--- src/rtl/alu_req_arbiter_if.sv ---
// rtl/alu_req_arbiter_if.sv - request/response and ALU_TOP bus bundle for alu_req_arbiter
interface alu_req_arbiter_if #(
    parameter int NUM_REQ   = 4,
    parameter int A_WIDTH   = 16,
    parameter int B_WIDTH   = 16,
    parameter int OUT_WIDTH = 32
);
    localparam int ID_W = $clog2(NUM_REQ);

    // requester side
    logic [NUM_REQ-1:0]         req_valid;
    logic [NUM_REQ-1:0]         req_ready;
    logic [4*NUM_REQ-1:0]       req_fun;
    logic [A_WIDTH*NUM_REQ-1:0] req_a;
    logic [B_WIDTH*NUM_REQ-1:0] req_b;

    // drive to ALU_TOP
    logic [A_WIDTH-1:0]         A;
    logic [B_WIDTH-1:0]         B;
    logic [3:0]                 ALU_FUN;

    // results from ALU_TOP
    logic [OUT_WIDTH-1:0]       ARITHMETIC_OUT;
    logic [OUT_WIDTH-1:0]       Logic_OUT;
    logic [OUT_WIDTH-1:0]       CMP_OUT;
    logic [OUT_WIDTH-1:0]       SHIFT_OUT;
    logic                       Carry_OUT;
    logic                       ARITHMETIC_Flag;
    logic                       Logic_Flag;
    logic                       CMP_Flag;
    logic                       SHIFT_Flag;

    // response side
    logic                       rsp_valid;
    logic                       rsp_ready;
    logic [ID_W-1:0]            rsp_id;
    logic [OUT_WIDTH-1:0]       rsp_data;
    logic                       rsp_carry;
    logic                       busy;

    modport slave (
        input  req_valid, req_fun, req_a, req_b,
        output req_ready,
        output A, B, ALU_FUN,
        input  ARITHMETIC_OUT, Logic_OUT, CMP_OUT, SHIFT_OUT,
        input  Carry_OUT, ARITHMETIC_Flag, Logic_Flag, CMP_Flag, SHIFT_Flag,
        output rsp_valid, rsp_id, rsp_data, rsp_carry, busy,
        input  rsp_ready
    );

    modport master (
        output req_valid, req_fun, req_a, req_b,
        input  req_ready,
        input  A, B, ALU_FUN,
        output ARITHMETIC_OUT, Logic_OUT, CMP_OUT, SHIFT_OUT,
        output Carry_OUT, ARITHMETIC_Flag, Logic_Flag, CMP_Flag, SHIFT_Flag,
        input  rsp_valid, rsp_id, rsp_data, rsp_carry, busy,
        output rsp_ready
    );
endinterface

--- src/rtl/alu_req_arbiter.sv ---
// rtl/alu_req_arbiter.sv - round-robin arbiter sharing one ALU_TOP between requesters
module alu_req_arbiter #(
    parameter int NUM_REQ   = 4,
    parameter int A_WIDTH   = 16,
    parameter int B_WIDTH   = 16,
    parameter int OUT_WIDTH = 32,
    parameter int ALU_LAT   = 1
) (
    input  logic             clk,
    input  logic             rst,
    alu_req_arbiter_if.slave bus
);
    localparam int ID_W  = $clog2(NUM_REQ);
    localparam int CNT_W = $clog2(ALU_LAT + 1);

    typedef enum logic [1:0] {
        IDLE = 2'd0,
        EXEC = 2'd1,
        RESP = 2'd2
    } state_t;

    state_t               state_q, state_d;
    logic [ID_W-1:0]      rr_ptr_q, rr_ptr_d;
    logic [CNT_W-1:0]     cnt_q, cnt_d;
    logic [A_WIDTH-1:0]   a_q, a_d;
    logic [B_WIDTH-1:0]   b_q, b_d;
    logic [3:0]           fun_q, fun_d;
    logic                 rsp_valid_q, rsp_valid_d;
    logic [ID_W-1:0]      rsp_id_q, rsp_id_d;
    logic [OUT_WIDTH-1:0] rsp_data_q, rsp_data_d;
    logic                 rsp_carry_q, rsp_carry_d;
    logic                 busy_q, busy_d;

    logic                 gnt_valid;
    logic [ID_W-1:0]      gnt_idx;
    logic [ID_W-1:0]      cand;
    logic [NUM_REQ-1:0]   req_ready;
    logic [3:0]           sel_fun;
    logic [A_WIDTH-1:0]   sel_a;
    logic [B_WIDTH-1:0]   sel_b;
    logic [OUT_WIDTH-1:0] alu_result;
    logic                 alu_carry;

    // Round-robin pick: scan from rr_ptr downwards in priority so the nearest valid wins.
    always_comb begin
        gnt_valid = 1'b0;
        gnt_idx   = '0;
        cand      = '0;
        for (int k = NUM_REQ - 1; k >= 0; k--) begin
            cand = ID_W'((int'(rr_ptr_q) + k) % NUM_REQ);
            for (int i = 0; i < NUM_REQ; i++) begin
                if (cand == ID_W'(i) && bus.req_valid[i]) begin
                    gnt_valid = 1'b1;
                    gnt_idx   = cand;
                end
            end
        end
    end

    // Grant strobe and payload of the winner; ready only while idle.
    always_comb begin
        req_ready = '0;
        sel_fun   = '0;
        sel_a     = '0;
        sel_b     = '0;
        for (int i = 0; i < NUM_REQ; i++) begin
            if (gnt_idx == ID_W'(i)) begin
                sel_fun = bus.req_fun[4*i +: 4];
                sel_a   = bus.req_a[A_WIDTH*i +: A_WIDTH];
                sel_b   = bus.req_b[B_WIDTH*i +: B_WIDTH];
                if (state_q == IDLE && gnt_valid) begin
                    req_ready[i] = 1'b1;
                end
            end
        end
    end

    // Result select by op class; carry only meaningful for arithmetic ops.
    always_comb begin
        alu_carry = 1'b0;
        case (fun_q[3:2])
            2'b00: begin
                alu_result = bus.ARITHMETIC_OUT;
                alu_carry  = bus.Carry_OUT;
            end
            2'b01:   alu_result = bus.Logic_OUT;
            2'b10:   alu_result = bus.CMP_OUT;
            default: alu_result = bus.SHIFT_OUT;
        endcase
    end

    // Next-state: accept in IDLE, count ALU_LAT settle edges plus one sample edge, then hold response.
    always_comb begin
        state_d     = state_q;
        rr_ptr_d    = rr_ptr_q;
        cnt_d       = cnt_q;
        a_d         = a_q;
        b_d         = b_q;
        fun_d       = fun_q;
        rsp_valid_d = rsp_valid_q;
        rsp_id_d    = rsp_id_q;
        rsp_data_d  = rsp_data_q;
        rsp_carry_d = rsp_carry_q;
        case (state_q)
            IDLE: begin
                if (gnt_valid) begin
                    a_d      = sel_a;
                    b_d      = sel_b;
                    fun_d    = sel_fun;
                    rsp_id_d = gnt_idx;
                    rr_ptr_d = ID_W'((int'(gnt_idx) + 1) % NUM_REQ);
                    cnt_d    = '0;
                    state_d  = EXEC;
                end
            end
            EXEC: begin
                if (cnt_q == CNT_W'(ALU_LAT)) begin
                    rsp_data_d  = alu_result;
                    rsp_carry_d = alu_carry;
                    rsp_valid_d = 1'b1;
                    state_d     = RESP;
                end else begin
                    cnt_d = cnt_q + CNT_W'(1);
                end
            end
            RESP: begin
                if (bus.rsp_ready) begin
                    rsp_valid_d = 1'b0;
                    state_d     = IDLE;
                end
            end
            default: state_d = IDLE;
        endcase
        busy_d = (state_d != IDLE);
    end

    // State and registered outputs; async reset discards any op in flight.
    always_ff @(posedge clk or negedge rst) begin
        if (!rst) begin
            state_q     <= IDLE;
            rr_ptr_q    <= '0;
            cnt_q       <= '0;
            a_q         <= '0;
            b_q         <= '0;
            fun_q       <= '0;
            rsp_valid_q <= 1'b0;
            rsp_id_q    <= '0;
            rsp_data_q  <= '0;
            rsp_carry_q <= 1'b0;
            busy_q      <= 1'b0;
        end else begin
            state_q     <= state_d;
            rr_ptr_q    <= rr_ptr_d;
            cnt_q       <= cnt_d;
            a_q         <= a_d;
            b_q         <= b_d;
            fun_q       <= fun_d;
            rsp_valid_q <= rsp_valid_d;
            rsp_id_q    <= rsp_id_d;
            rsp_data_q  <= rsp_data_d;
            rsp_carry_q <= rsp_carry_d;
            busy_q      <= busy_d;
        end
    end

    assign bus.req_ready = req_ready;
    assign bus.A         = a_q;
    assign bus.B         = b_q;
    assign bus.ALU_FUN   = fun_q;
    assign bus.rsp_valid = rsp_valid_q;
    assign bus.rsp_id    = rsp_id_q;
    assign bus.rsp_data  = rsp_data_q;
    assign bus.rsp_carry = rsp_carry_q;
    assign bus.busy      = busy_q;
endmodule

--- src/flat_wrapper.sv ---
// flat-port wrapper written by rule: the top's interface ports become plain ports
module alu_req_arbiter_flat 
#(
    parameter int NUM_REQ   = 4,
    parameter int A_WIDTH   = 16,
    parameter int B_WIDTH   = 16,
    parameter int OUT_WIDTH = 32,
    parameter int ALU_LAT   = 1
)
  (clk, rst, bus_req_valid, bus_req_fun, bus_req_a, bus_req_b, bus_req_ready, bus_A, bus_B, bus_ALU_FUN, bus_ARITHMETIC_OUT, bus_Logic_OUT, bus_CMP_OUT, bus_SHIFT_OUT, bus_Carry_OUT, bus_ARITHMETIC_Flag, bus_Logic_Flag, bus_CMP_Flag, bus_SHIFT_Flag, bus_rsp_valid, bus_rsp_id, bus_rsp_data, bus_rsp_carry, bus_busy, bus_rsp_ready);
  alu_req_arbiter_if #(.NUM_REQ(NUM_REQ), .A_WIDTH(A_WIDTH), .B_WIDTH(B_WIDTH), .OUT_WIDTH(OUT_WIDTH)) bus_i ();
  input  logic clk;
  input  logic rst;
  input wire logic [$bits(bus_i.req_valid)-1:0] bus_req_valid;
  input wire logic [$bits(bus_i.req_fun)-1:0] bus_req_fun;
  input wire logic [$bits(bus_i.req_a)-1:0] bus_req_a;
  input wire logic [$bits(bus_i.req_b)-1:0] bus_req_b;
  output wire logic [$bits(bus_i.req_ready)-1:0] bus_req_ready;
  output wire logic [$bits(bus_i.A)-1:0] bus_A;
  output wire logic [$bits(bus_i.B)-1:0] bus_B;
  output wire logic [$bits(bus_i.ALU_FUN)-1:0] bus_ALU_FUN;
  input wire logic [$bits(bus_i.ARITHMETIC_OUT)-1:0] bus_ARITHMETIC_OUT;
  input wire logic [$bits(bus_i.Logic_OUT)-1:0] bus_Logic_OUT;
  input wire logic [$bits(bus_i.CMP_OUT)-1:0] bus_CMP_OUT;
  input wire logic [$bits(bus_i.SHIFT_OUT)-1:0] bus_SHIFT_OUT;
  input wire logic [$bits(bus_i.Carry_OUT)-1:0] bus_Carry_OUT;
  input wire logic [$bits(bus_i.ARITHMETIC_Flag)-1:0] bus_ARITHMETIC_Flag;
  input wire logic [$bits(bus_i.Logic_Flag)-1:0] bus_Logic_Flag;
  input wire logic [$bits(bus_i.CMP_Flag)-1:0] bus_CMP_Flag;
  input wire logic [$bits(bus_i.SHIFT_Flag)-1:0] bus_SHIFT_Flag;
  output wire logic [$bits(bus_i.rsp_valid)-1:0] bus_rsp_valid;
  output wire logic [$bits(bus_i.rsp_id)-1:0] bus_rsp_id;
  output wire logic [$bits(bus_i.rsp_data)-1:0] bus_rsp_data;
  output wire logic [$bits(bus_i.rsp_carry)-1:0] bus_rsp_carry;
  output wire logic [$bits(bus_i.busy)-1:0] bus_busy;
  input wire logic [$bits(bus_i.rsp_ready)-1:0] bus_rsp_ready;
  assign bus_i.req_valid = bus_req_valid;
  assign bus_i.req_fun = bus_req_fun;
  assign bus_i.req_a = bus_req_a;
  assign bus_i.req_b = bus_req_b;
  assign bus_req_ready = bus_i.req_ready;
  assign bus_A = bus_i.A;
  assign bus_B = bus_i.B;
  assign bus_ALU_FUN = bus_i.ALU_FUN;
  assign bus_i.ARITHMETIC_OUT = bus_ARITHMETIC_OUT;
  assign bus_i.Logic_OUT = bus_Logic_OUT;
  assign bus_i.CMP_OUT = bus_CMP_OUT;
  assign bus_i.SHIFT_OUT = bus_SHIFT_OUT;
  assign bus_i.Carry_OUT = bus_Carry_OUT;
  assign bus_i.ARITHMETIC_Flag = bus_ARITHMETIC_Flag;
  assign bus_i.Logic_Flag = bus_Logic_Flag;
  assign bus_i.CMP_Flag = bus_CMP_Flag;
  assign bus_i.SHIFT_Flag = bus_SHIFT_Flag;
  assign bus_rsp_valid = bus_i.rsp_valid;
  assign bus_rsp_id = bus_i.rsp_id;
  assign bus_rsp_data = bus_i.rsp_data;
  assign bus_rsp_carry = bus_i.rsp_carry;
  assign bus_busy = bus_i.busy;
  assign bus_i.rsp_ready = bus_rsp_ready;
  alu_req_arbiter #(.NUM_REQ(NUM_REQ), .A_WIDTH(A_WIDTH), .B_WIDTH(B_WIDTH), .OUT_WIDTH(OUT_WIDTH), .ALU_LAT(ALU_LAT)) u_core (.clk(clk), .rst(rst), .bus(bus_i));
endmodule
--- config.mk ---
export PLATFORM = sky130hd
export DESIGN_NAME = alu_req_arbiter_flat
export DESIGN_NICKNAME = d
export VERILOG_FILES = /design/src/rtl/alu_req_arbiter_if.sv /design/src/rtl/alu_req_arbiter.sv /design/src/flat_wrapper.sv
export SDC_FILE = /design/constraint.sdc
export NUM_CORES = 1
export LEC_CHECK = 0
export CORE_MARGIN = 2
export CORE_UTILIZATION = 25
export DETAILED_ROUTE_END_ITERATION = 10
export PLACE_DENSITY = 0.7
export REMOVE_ABC_BUFFERS = 1
export SYNTH_ARGS = -nofsm -noshare
export SYNTH_HDL_FRONTEND = slang
export SYNTH_SLANG_ARGS = --single-unit
--- constraint.sdc ---
create_clock -name clk -period 3.7 [get_ports clk]
set_input_delay 0.37 -clock clk [delete_from_list [all_inputs] [get_ports clk]]
set_output_delay 0.37 -clock clk [all_outputs]
set_load 0.1 [all_outputs]
=== Yosys cells after proc, flatten, opt, wreduce, memory -nomap -nowiden ===
Cells that the tools add are included.

* Logic and storage cells: 130
* Input bits: 284
* Register bits: 78
* Output and inout bits: 77

* Multiplexer cells: 61
* Add/subtract/negate cells: 5
* Reduce and logical (&&, ||, !) cells: 31
* Equal/unequal tests: 22

{| class="wikitable"
|+ Operators with widths
! cell !! count
|-
| 16-bit 2-to-1 mux || 8
|-
| 32-bit one-hot mux with 3 select lines || 1
|-
| 2-bit 2-to-1 mux || 19
|-
| 1-bit 2-to-1 mux || 26
|-
| 2-bit equality test (second input constant) || 12
|-
| 1-bit logical AND || 17
|-
| 4-bit 2-to-1 mux || 4
|-
| 2-bit by 1-bit equality test with 1-bit output (second input constant) || 7
|-
| 2-bit zero test || 7
|-
| 2-bit one-hot mux with 3 select lines || 1
|-
| 2-bit AND reduction || 3
|-
| 2-bit nonzero test || 3
|-
| 2-bit by 1-bit adder with 2-bit output (second input constant) || 2
|-
| 2-bit adder (second input constant) || 2
|-
| 2-bit by 1-bit inequality test with 1-bit output (second input constant) || 2
|-
| 1-bit one-hot mux with 2 select lines || 2
|-
| 3-bit AND reduction || 1
|-
| 2-bit inequality test (second input constant) || 1
|-
| 1-bit adder (second input constant) || 1
|}

=== Longest topological paths before layout ===
* Word-level depth: 24
* Mapped depth: 15
* Depth with buffers taken out: 13

=== Least setup slack after synthesis ===
Ideal clock, no wire load.

* Path kind: register -> output
* Start point: register u_core.rr_ptr_q[0]
* End point: output port bus_req_ready[3]
* Data required time: 3.330 ns
* Cell stages (with the launch flop): 13
* Path slack: -0.372 ns
* Arrival time: 3.702 ns
* Cells stage by stage: dfrtp_1 -> inv_1 -> ha_1 -> a22oi_2 -> nand2_1 -> mux2_2 -> o31a_1 -> inv_1 -> ha_1 -> clkbuf_1 -> clkbuf_1 -> inv_1 -> nor2_1

* Elaborated cells between the ends (all ways): 71
* Classes of those cells: add/sub: 3; eq/ne: 13; mux: 34; reduce/logical: 21

{| class="wikitable"
|+ RTL lines
! what !! RTL line !! RTL
|-
| start: declaration || alu_req_arbiter.sv:23 || <nowiki>logic [ID_W-1:0] rr_ptr_q, rr_ptr_d;</nowiki>
|-
| start signal: assignment || alu_req_arbiter.sv:153 || <nowiki>rr_ptr_q <= rr_ptr_d;</nowiki>
|-
| 2-bit adder || alu_req_arbiter.sv:50 || <nowiki>cand = ID_W'((int'(rr_ptr_q) + k) % NUM_REQ);</nowiki>
|-
| 2-bit zero test || alu_req_arbiter.sv:52 || <nowiki>if (cand == ID_W'(i) && bus.req_valid[i]) begin</nowiki>
|-
| 1-bit logical AND || alu_req_arbiter.sv:52 ||
|-
| 2-bit 2-to-1 mux (15 in series) || alu_req_arbiter.sv:52 ||
|-
| 2-bit 2-to-1 mux (*) || alu_req_arbiter.sv:52 ||
|-
| named net u_core.gnt_idx[1] || alu_req_arbiter.sv:35 || <nowiki>logic [ID_W-1:0] gnt_idx;</nowiki>
|-
| 2-bit equality test (*) || alu_req_arbiter.sv:67 || <nowiki>if (gnt_idx == ID_W'(i)) begin</nowiki>
|-
| 1-bit 2-to-1 mux (*) || alu_req_arbiter.sv:67 ||
|-
| end: declaration || flat_wrapper.sv:18 || <nowiki>output wire logic [$bits(bus_i.req_ready)-1:0] bus_req_ready;</nowiki>
|}

Mark *: on every way through the listed nets, which the timed path passes. The rest lies on a longest branch.

=== Final worst setup path ===
* Start point: register u_core.rr_ptr_q[1]
* End point: output port bus_req_ready[2]

The elaborated chain is that of the path after synthesis.

==> impl_metrics.csv <==
group,metric,value,unit
run_status,outcome,"finished clean",
worst_setup_path,cp_max_fo,36,
sta,fin_crit_sh,0.943,
placement,dp.final_hpwl,14800,µm
floorplanning,placeable_core_region,18900,µm²
drt,drt-initial-drc-count,254,
worst_setup_path,critical_path_arrival,3.12,ns
logic_synthesis,dominantRegCellSynth,"sky130_fd_sc_hd__dfrtp_1",
global_route,grt_max_degree,63,
cts,cts.root.buffer_cell,"sky130_fd_sc_hd__clkbuf_16",
floorplanning,die_width,143,µm
cts,cts_num_sinks,78,
worst_setup_path,startpoint_type,"register",
drt,post-route-drc-count,0,
logic_synthesis,synth-edff-count,0,
cells_and_area,drive_above_1_share,0.135,
cts,post_cts.repair.setup_buffers,0,
logic_synthesis,post-synth-top-area-cell,"sky130_fd_sc_hd__dfrtp_1",
worst_setup_path,r2r_cells,14,
drt,drt_first_pass_iters,4,
logic_synthesis,synth_seq_area_share,0.402,
cells_and_area,register_area,1950,µm²
logic_synthesis,yosys.area.top_type_share,0.402,
drt,avgRoutedWirePerCell,17.5,µm
global_route,globalRouteOverflowTotal,0,
placement,placement.io_buffers,356,
drt,route.antenna.remaining_nets,0,
cts,h-tree-depth,3,
worst_setup_path,setup.worst_path.end_class,"output pin",
cells_and_area,final_design_instance_area_without_fill,9010,µm²
floorplanning,top_level_ports,361,
logic_synthesis,post_synthesis_async_set_or_reset_flop_share,1.00,
floorplanning,fp.dieArea,20500,µm²
sta,final-setup-viol-count,0,
cells_and_area,final.fill_count,1835,
cts,tritoncts,"done",
sta,fmax,0.287,GHz
logic_synthesis,synth.ff_latch_count,78,
sta,report.final.hold_viol_count,0,
drt,wl,18800,µm
cts,clock_buffers_created_by_tritoncts,9,
sta,worst_pin_slew,1.08,ns
logic_synthesis,synthesis.area,4850,µm²
logic_synthesis,synth_cells,472,
floorplanning,overall_die_height,143,µm
cells_and_area,area_of_the_multi_input_gates,2670,µm²
worst_setup_path,setup.worst_path.class,"reg2out",
worst_setup_path,critical_path_required,3.33,ns
placement,post_dp_cell_area,8690,µm²
sta,period_minus_ws_final,3.49,ns
cells_and_area,area_grow_syn2layout,85.7,%
logic_synthesis,syn-mean-instance-area,10.3,µm²
worst_setup_path,regToRegStartpoint,"u_core.rr_ptr_q[1]$_DFFE_PN0N_",
sta,unrepaired_setup_endpoints_after_global_routing,"yes",
cts,clk_pin_slew_worst_paths,0.06,ns
worst_setup_path,worst-r2r-setup-slack,0.40,ns
floorplanning,start_util,0.257,
drt,vias_per_cell,4.69,
hold_path,worst_hold_class,"in2async",
global_route,grt_pass1_vias,5046,
global_route,initial_antenna_violation_count,1,
cts,cts_buffer_depth,2,
sta,fin_skew,0.00690,ns
logic_synthesis,count_of_different_cell_masters_after_synthesis,32,
global_route,grt_usage,0.177,
placement,place_congestion,0.838,
sta,final-max-slew-violation-count,0,
logic_synthesis,synth.yosys.warnings,0,
drt,dr_total_vias,5047,
worst_setup_path,r2r-end,"u_core.bus.A[0]$_DFFE_PN0N_",
sta,slew-limit-headroom,0.279,
logic_synthesis,synth_area_leaders,"sky130_fd_sc_hd__dfrtp_1 40%, sky130_fd_sc_hd__mux4_2 15%, sky130_fd_sc_hd__mux2_2 7.9%",
run,max_cap_violations,0,
cells_and_area,num-nets-final,1102,
global_route,grt_pass1_wl,27800,µm
cts,clock_latency_late_sink,0.34,ns
floorplanning,rows,50,
-- through the flow --
| stage | setup slack [ns] | hold slack [ns] | TNS (ns) | utilization | instances |
|---|---|---|---|---|---|
| 6_report | 0.212 | 0.0497 | 0 | 0.477 | 1075 |
| 5_1_grt | -0.0153 | 0.0938 | -0.0153 | 0.477 | 1075 |
| 4_1_cts | 0.0504 | 0.0693 | 0 | 0.476 | 1074 |
| 3_5_place_dp | 0.306 | 0.448 | 0 | 0.460 | 1058 |
| 3_3_place_gp | 0.379 | 0.444 | 0 | 0.460 | 1058 |
| 2_1_floorplan | -2.71 | 0.0744 | -61.41 | - | 429 |
-- what timing repair did --
item	4_1_cts	5_1_grt
hold buffers	0	0
setup endpoints to repair	0	3
resized for setup	0	6
-- synthesized netlist by cell type, drive strengths merged (9+ instances only) --
cell    number
dfrtp       78
a221oi      35
nor3        35
o21ai       39
mux2        36
ha           9
nor2        43
nand2       49
mux4        32
a21oi       42
buf         18
clkbuf      25
inv          9
-- routing by layer --
metal  share of wire  GRT usage  vias up
met4           0.016     0.0531        0
met5               0          0        -
li1                -          -     2446
met2            0.52      0.304      165
met1            0.41      0.224     2418
met3           0.053     0.0387       18
-- cell usage in the layout, fill, tap and decap left out, types with 8 or more instances in the layout --
| cell type | synthesis | layout |
|---|---|---|
| sky130_fd_sc_hd__a221oi_1 | 35 | 35 |
| sky130_fd_sc_hd__buf_4 | 2 | 12 |
| sky130_fd_sc_hd__a21oi_1 | 42 | 42 |
| sky130_fd_sc_hd__dfrtp_1 | 78 | 76 |
| sky130_fd_sc_hd__clkdlybuf4s50_1 | 0 | 350 |
| sky130_fd_sc_hd__nor2_1 | 43 | 42 |
| sky130_fd_sc_hd__o21ai_1 | 13 | 13 |
| sky130_fd_sc_hd__mux2_2 | 34 | 34 |
| sky130_fd_sc_hd__nand2_1 | 49 | 49 |
| sky130_fd_sc_hd__inv_1 | 9 | 9 |
| sky130_fd_sc_hd__ha_1 | 9 | 8 |
| sky130_fd_sc_hd__mux4_2 | 32 | 32 |
| sky130_fd_sc_hd__clkbuf_16 | 0 | 9 |
| sky130_fd_sc_hd__nor3_1 | 35 | 35 |
| sky130_fd_sc_hd__o21ai_0 | 26 | 26 |
-- state kept, by name (all words and copies together), names as in the netlist --
name and count:
u_core.bus.rsp_valid 1, u_core.state_q 2, u_core.bus.ALU_FUN 4, u_core.rr_ptr_q 2, u_core.bus.rsp_carry 1, u_core.bus.rsp_id 2
u_core.bus.B 16, u_core.cnt_q 1, u_core.bus.A 16, u_core.bus.rsp_data 32, u_core.bus.busy 1
-- cell families (layout without fill, tap and decap cells) --
group / Yosys count / count (layout) / synth area share
AOI/OAI and AO/OA: 129 / 129 / 0.171
adders and majority gates: 9 / 9 / 0.0232
buffers and inverters: 53 / 395 / 0.0534
DFF: 78 / 78 / 0.402
muxes: 69 / 69 / 0.234
other: 0 / 1 / 0
and+or+nand+nor: 134 / 134 / 0.116
-- worst max-delay path by stage --
stage,cells after the start,end,slack [ns],start
after floorplan,6,bus_req_ready[0],-2.71,u_core.rr_ptr_q[0]$_DFFE_PN0N_
after global placement,13,u_core.bus.A[0]$_DFFE_PN0N_,0.38,bus_req_valid[0]
after detailed placement,13,u_core.bus.B[3]$_DFFE_PN0N_,0.31,bus_req_valid[0]
after CTS,12,bus_req_ready[2],0.05,u_core.rr_ptr_q[0]$_DFFE_PN0N_
after global routing,11,bus_req_ready[3],-0.02,u_core.rr_ptr_q[1]$_DFFE_PN0N_
final,12,bus_req_ready[2],0.21,u_core.rr_ptr_q[1]$_DFFE_PN0N_
-- area by class of cell --
cell class,instances,share of cell area
Timing Repair Buffer,369,0.413
Multi-Input combinational cell,341,0.296
Sequential cell,78,0.217
Tap cell,260,0.0361
Clock buffer,10,0.0265
Clock inverter,6,0.00750
Inverter,10,0.00416
Antenna cell,1,0.000278
-- critical path: stages, from the launching register on --
cell and delay, ns:
sky130_fd_sc_hd__dfrtp_1 0.42, sky130_fd_sc_hd__inv_1 0.12, sky130_fd_sc_hd__ha_1 0.24, sky130_fd_sc_hd__a22oi_2 0.27, sky130_fd_sc_hd__nand2_1 0.16, sky130_fd_sc_hd__mux2_2 0.28
sky130_fd_sc_hd__o31a_1 0.33, sky130_fd_sc_hd__inv_1 0.10, sky130_fd_sc_hd__ha_1 0.17, sky130_fd_sc_hd__clkinv_1 0.08, sky130_fd_sc_hd__buf_6 0.20, sky130_fd_sc_hd__nor2_2 0.19
sky130_fd_sc_hd__buf_12 0.19
Power is not shown: default switching activity piles up to over one toggle a cycle in this logic, so the estimate is an artifact.
